--- src/rtl/vga_text_timing.sv ---
// 640x480@60 sync/blank generator and 80x30 text-cell sequencer. A three-stage
// pipeline keeps sync, blank, cell coordinates and the RAM character aligned.
module vga_text_timing #(
  parameter int   H_VISIBLE   = 640,
  parameter int   H_FRONT     = 16,
  parameter int   H_SYNC      = 96,
  parameter int   H_BACK      = 48,
  parameter int   V_VISIBLE   = 480,
  parameter int   V_FRONT     = 10,
  parameter int   V_SYNC      = 2,
  parameter int   V_BACK      = 33,
  parameter logic SYNC_ACTIVE = 1'b0,
  parameter int   TEXT_COLS   = 80
) (
  input  logic        clk,
  input  logic        rst_n,
  input  logic [7:0]  text_data,
  output logic [11:0] text_addr,
  output logic        hsync,
  output logic        vsync,
  output logic        VGA_blank,
  output logic [7:0]  caracter,
  output logic [2:0]  columna,
  output logic [3:0]  fila,
  output logic        frame_start
);

  localparam logic [9:0] H_LAST   = 10'(H_VISIBLE + H_FRONT + H_SYNC + H_BACK - 1);
  localparam logic [9:0] V_LAST   = 10'(V_VISIBLE + V_FRONT + V_SYNC + V_BACK - 1);
  localparam logic [9:0] H_VIS    = 10'(H_VISIBLE);
  localparam logic [9:0] V_VIS    = 10'(V_VISIBLE);
  localparam logic [9:0] HS_START = 10'(H_VISIBLE + H_FRONT);
  localparam logic [9:0] HS_END   = 10'(H_VISIBLE + H_FRONT + H_SYNC);
  localparam logic [9:0] VS_START = 10'(V_VISIBLE + V_FRONT);
  localparam logic [9:0] VS_END   = 10'(V_VISIBLE + V_FRONT + V_SYNC);

  // Per-pixel attributes carried down the pipeline; sync flags stay raw
  // (1 = in pulse) and are converted to drive level only at the pins.
  typedef struct packed {
    logic       vis;
    logic       hs;
    logic       vs;
    logic       frame;
    logic [2:0] col;
    logic [3:0] row;
  } stage_t;

  logic [9:0]  h_cnt_q, h_cnt_d;
  logic [9:0]  v_cnt_q, v_cnt_d;
  stage_t      s1_q, s1_d, s2_q, s2_d, s3_q, s3_d;
  logic [11:0] text_addr_q, text_addr_d;
  logic [7:0]  caracter_q, caracter_d;
  logic [11:0] cell_addr;
  logic        visible;

  logic [5:0] cell_row;
  logic [6:0] cell_col;
  assign cell_row = v_cnt_q[9:4];
  assign cell_col = h_cnt_q[9:3];

  generate
    if (TEXT_COLS == 80) begin : g_mul80
      assign cell_addr = {cell_row, 6'b0} + {2'b0, cell_row, 4'b0} + {5'b0, cell_col};
    end else begin : g_mul_generic
      assign cell_addr = 12'(cell_row * TEXT_COLS) + {5'b0, cell_col};
    end
  endgenerate

  always_comb begin
    // NOTE: every comb output gets a default first so no path can infer a latch.
    h_cnt_d = h_cnt_q + 10'd1;
    v_cnt_d = v_cnt_q;
    if (h_cnt_q == H_LAST) begin
      h_cnt_d = '0;
      v_cnt_d = (v_cnt_q == V_LAST) ? '0 : v_cnt_q + 10'd1;
    end

    visible     = (h_cnt_q < H_VIS) && (v_cnt_q < V_VIS);
    s1_d.vis    = visible;
    s1_d.hs     = (h_cnt_q >= HS_START) && (h_cnt_q < HS_END);
    s1_d.vs     = (v_cnt_q >= VS_START) && (v_cnt_q < VS_END);
    s1_d.frame  = (h_cnt_q == '0) && (v_cnt_q == '0);
    s1_d.col    = h_cnt_q[2:0];
    s1_d.row    = v_cnt_q[3:0];
    text_addr_d = visible ? cell_addr : '0;

    s2_d        = s1_q;
    s3_d        = s2_q;
    caracter_d  = s2_q.vis ? text_data : 8'h00;
  end

  always_ff @(posedge clk or negedge rst_n) begin
    if (!rst_n) begin
      h_cnt_q     <= '0;
      v_cnt_q     <= '0;
      s1_q        <= '0;
      s2_q        <= '0;
      s3_q        <= '0;
      text_addr_q <= '0;
      caracter_q  <= '0;
    end else begin
      // NOTE: non-blocking so all stages sample pre-edge values and shift together.
      h_cnt_q     <= h_cnt_d;
      v_cnt_q     <= v_cnt_d;
      s1_q        <= s1_d;
      s2_q        <= s2_d;
      s3_q        <= s3_d;
      text_addr_q <= text_addr_d;
      caracter_q  <= caracter_d;
    end
  end

  // A cleared S3 stage reads as blank with both syncs idle.
  assign text_addr   = text_addr_q;
  assign caracter    = caracter_q;
  assign hsync       = s3_q.hs ? SYNC_ACTIVE : ~SYNC_ACTIVE;
  assign vsync       = s3_q.vs ? SYNC_ACTIVE : ~SYNC_ACTIVE;
  assign VGA_blank   = ~s3_q.vis;
  assign columna     = s3_q.col;
  assign fila        = s3_q.row;
  assign frame_start = s3_q.frame;

endmodule

--- config.mk ---
export PLATFORM = sky130hd
export DESIGN_NAME = vga_text_timing
export DESIGN_NICKNAME = d
export VERILOG_FILES = /design/src/rtl/vga_text_timing.sv
export SDC_FILE = /design/constraint.sdc
export NUM_CORES = 1
export LEC_CHECK = 0
export ABC_AREA = 1
export BUFFER_PORTS_ARGS = -buffer_cell sky130_fd_sc_hd__buf_2
export CAP_MARGIN = 20
export CORE_MARGIN = 2
export CORE_UTILIZATION = 45
export CTS_BUF_LIST = sky130_fd_sc_hd__clkbuf_16
export DETAILED_ROUTE_END_ITERATION = 8
export PLACE_DENSITY_LB_ADDON = 0.12
export SLEW_MARGIN = 40
export SYNTH_ARGS = -nofsm -noshare
export SYNTH_HDL_FRONTEND = slang
export SYNTH_SLANG_ARGS = --single-unit
--- constraint.sdc ---
create_clock -name clk -period 2.09 [get_ports clk]
set_clock_uncertainty 0.1 [all_clocks]
set_input_delay 0.3135 -clock clk [delete_from_list [all_inputs] [get_ports clk]]
set_output_delay 0.3135 -clock clk [all_outputs]
set_load 0.01 [all_outputs]
==> summary.log <==
qor: timing.slew_headroom 0.6149
qor: pwr.p_clk_frac 0.503
qor: synthesis.netlist_instances 316
qor: pwr.power_switching_share 0.2071
qor: routing.number_of_vias_in_the_routed_layout 2071
qor: routing.drt-pass1-iter-count 4
qor: critical_path.arrival 2110 ps
qor: timing.worstMarginPinSlew 576.3 ps
qor: critical_path.timing.critical_path.required 2180 ps
qor: global_routing.globalRouteOverflowTotal 0
qor: timing.layout_min_cycle_time 2020 ps
qor: timing.report.final.hold_viol_count 0
qor: place.numPortBuffers 40
qor: die.fp.dieArea 7576 µm²
qor: critical_path.crit_path_end_kind flop
qor: routing.antenna_left 0
qor: critical_path.crit_path_to text_addr[11]
qor: synthesis.synth.yosys.warnings 0
qor: die.fp.dieH 87.04 µm
qor: critical_path.timing.critical_path.from v_cnt_q[6]
qor: critical_path.timing.setup.critical_path_class reg2reg
qor: timing.hold-worst-slack 70.69 ps
qor: run_status.run_status finished, final reports clean
qor: synthesis.syn_area 3103 µm²
qor: critical_path.r2r_end text_addr[11]
qor: timing.post-route-period-util 0.9667
qor: cells_and_area.final_layout_size_suffix_gt1_frac 0.2372
qor: pwr.max-vdd-ir-drop 0.3848 mV
qor: pwr.pwr-share-seq 0.478
qor: die.floorplan.io_pins 41
qor: cells_and_area.stdcell_count 451
qor: pwr.power-per-cell-area 799.4 nW/µm²
qor: place.detailedPlacementHpwl 3.769 mm
qor: synthesis.number_of_storage_elements_in_the_synthesis_netlist 73
qor: place.place_congestion 0.8658
qor: worst_hold_path.min-delay-start text_data[1]
qor: cells_and_area.post-route-util 0.5544
qor: synthesis.synth.net_count 343
qor: place.placed_cells 434
qor: timing.maxSlewViolCount 0
qor: timing.setup_repair_after_global_routing_missed_its_margin true
qor: global_routing.globalRouteTotalUtil 0.1584
qor: routing.drcViolationCount 0
qor: synthesis.yosysTopAreaCellShare 0.5887
qor: global_routing.grt_max_degree 74
qor: critical_path.worst-r2r-setup-slack 70 ps
qor: die.rows 30
qor: die.dieWidth 87.04 µm
qor: timing.finalSetupViolations 0
qor: cells_and_area.final_design_area_no_fill 3725 µm²
qor: timing.maxClockFrequency 0.4949 GHz
qor: worst_hold_path.hp-class in2reg
qor: routing.wirelength_per_cell 11.84 µm
qor: synthesis.post_synth.cell_area_avg 9.820 µm²
qor: clocking.tritoncts yes
qor: cells_and_area.antennaDiodeCount 0
qor: clocking.ctsHtreeMaxLevel 3
qor: global_routing.grt_pass1_vias 1927
qor: synthesis.cell_taking_the_most_area_after_synthesis dfrtp_1
qor: place.placement.cell_area 3403 µm²
qor: routing.via_per_inst 4.592
qor: critical_path.worst_path_maximum_fanout 6
qor: routing.drt-initial-drc-count 45
qor: global_routing.antenna_found_initial 0
qor: synthesis.seq_area_frac_synth 0.5887
qor: clocking.clkSlewWorstSetupHoldPaths 60 ps
qor: job.max_cap_viol_count 0
qor: pwr.leakage_power 2.022 nW
qor: die.core_region_area 6719 µm²
qor: cells_and_area.nNetsFinal 393
qor: synthesis.post_synth_main_area_contributors dfrtp_1 59%, nand2_1 7.7%, inv_1 6.2%, ha_1 6.0%, nor2_1 4.4%
qor: cells_and_area.areaGrowthSynthToFinish 20.04%
qor: clocking.clkLatencyLatePin 330 ps
qor: clocking.cts.path.max_buffers 2
qor: critical_path.r2r-start v_cnt_q[6]
qor: pwr.intPower 0.002361 W
qor: die.initial_core_util 0.4618
qor: pwr.combinational_share_of_power 0.019
qor: pwr.finalPower 0.002978 W
qor: pwr.power.switching 0.0006166 W
qor: clocking.tritoncts_num_sinks 73
qor: synthesis.synth.distinct_cells 28
qor: clocking.clock_tree.root_cell clkbuf_16
qor: global_routing.global_route_wire_length_before_repair 8.852 mm
qor: critical_path.r2r.worst_path.cells 7
qor: routing.finalWirelength 5.339 mm
qor: cells_and_area.final.fill_count 602
qor: clocking.cts-buffers-inserted 9
qor: critical_path.crit_path_start_kind flop
## layout by cell type, fill, tap and decap left out, types with 2 or more instances in the layout
master,count
nand2_2,4
o21ai_0,3
nor2_2,6
dfrtp_1,73
buf_4,9
clkinv_1,2
xor2_1,8
nand2_1,62
inv_2,6
inv_1,47
or2_2,2
clkbuf_16,9
a21oi_1,6
nor3_1,4
ha_1,15
o21ai_1,3
nand4_1,5
nand3_1,13
clkinvlp_4,2
nor4_1,3
buf_2,40
fa_2,2
nor2_1,35
## power by group through the flow
stage                 logic, W  registers (W)  clock network (W)
global route         0.0000683        0.00142            0.00161
CTS                  0.0000609        0.00142            0.00154
finish               0.0000576        0.00142            0.00150
detailed placement   0.0000591        0.00145                  0
global placement     0.0000588        0.00145                  0
floorplan           0.00000563        0.00145                  0
## registers in the layout, indices dropped and copies added, names as in the netlist
signal and cells:
s3_q 3, text_addr 12, frame_start 1, s1_q 11
h_cnt_q 10, fila 4, v_cnt_q 10, columna 3
s2_q 11, caracter 8
## worst min path at each step
stage                   to  slack [ps]  depth (start not counted)
2_1_floorplan  caracter[0]         -80                          0
3_3_place_gp    columna[1]         230                          0
3_5_place_dp       fila[3]         230                          0
4_1_cts        caracter[1]          60                          3
5_1_grt        caracter[6]          70                          3
6_report       caracter[1]          70                          3
## metrics by stage
stage / setup WS, ps / setup TNS [ps]
2_1_floorplan: 42.50 / 0
3_3_place_gp: 69.07 / 0
3_5_place_dp: -6.848 / -6.992
4_1_cts: 38.31 / 0
5_1_grt: -9.164 / -9.164
6_report: 69.54 / 0
## Yosys cell counts, drive strengths merged
cell type	number
nand2	66
nand3b	1
ha	15
nor3b	1
xnor2	1
nor4	3
o21ai	7
nor3	5
inv	53
xor2	8
clkbuf	1
fa	2
buf	11
dfrtp	73
a21oi	7
or2	2
nand3	13
nor2	42
nand4	5
## cell type report
class | instances | area, µm² | share of cell area
sequential | 73 | 1827 | 0.4904
clock inverter | 7 | 70.07 | 0.01881
clock buffer | 9 | 225.2 | 0.06046
tap | 80 | 100.1 | 0.02687
timing repair buffer | 51 | 297.8 | 0.07995
multi-input combinational | 178 | 1006 | 0.2701
inverter | 53 | 198.9 | 0.05341
## logic make-up after synthesis
family	synth area share
adders and majority gates	0.07339
AOI/OAI and AO/OA	0.02379
buffers and inverters	0.09233
DFF	0.5887
xor gates and xnor gates	0.02540
and+or+nand+nor	0.1964
## layer usage
metal  GRT usage  wire length [µm]  up-vias
li1            -                 -     1064
met1      0.1978              2476      951
met2      0.2422              2481       48
met3     0.06540               275        8
met4     0.06818               105        0
met5           0                 0        -
## what timing repair did
action,CTS,global route
pin swaps,1,6
hold buffers,1,0
gates cloned,0,0
buffers inserted,0,0
resized for setup,3,7
endpoints found under the setup margin,2,4
endpoints found under the hold margin,73,0
## critical path, cell delays in order, from the launching register on
cell and delay (ps):
dfrtp_1 390, buf_4 160, ha_1 310, ha_1 360, a21oi_1 190, nand2_2 80
a21oi_1 250, nor3_4 50
Power figures use the tool's default switching activity.
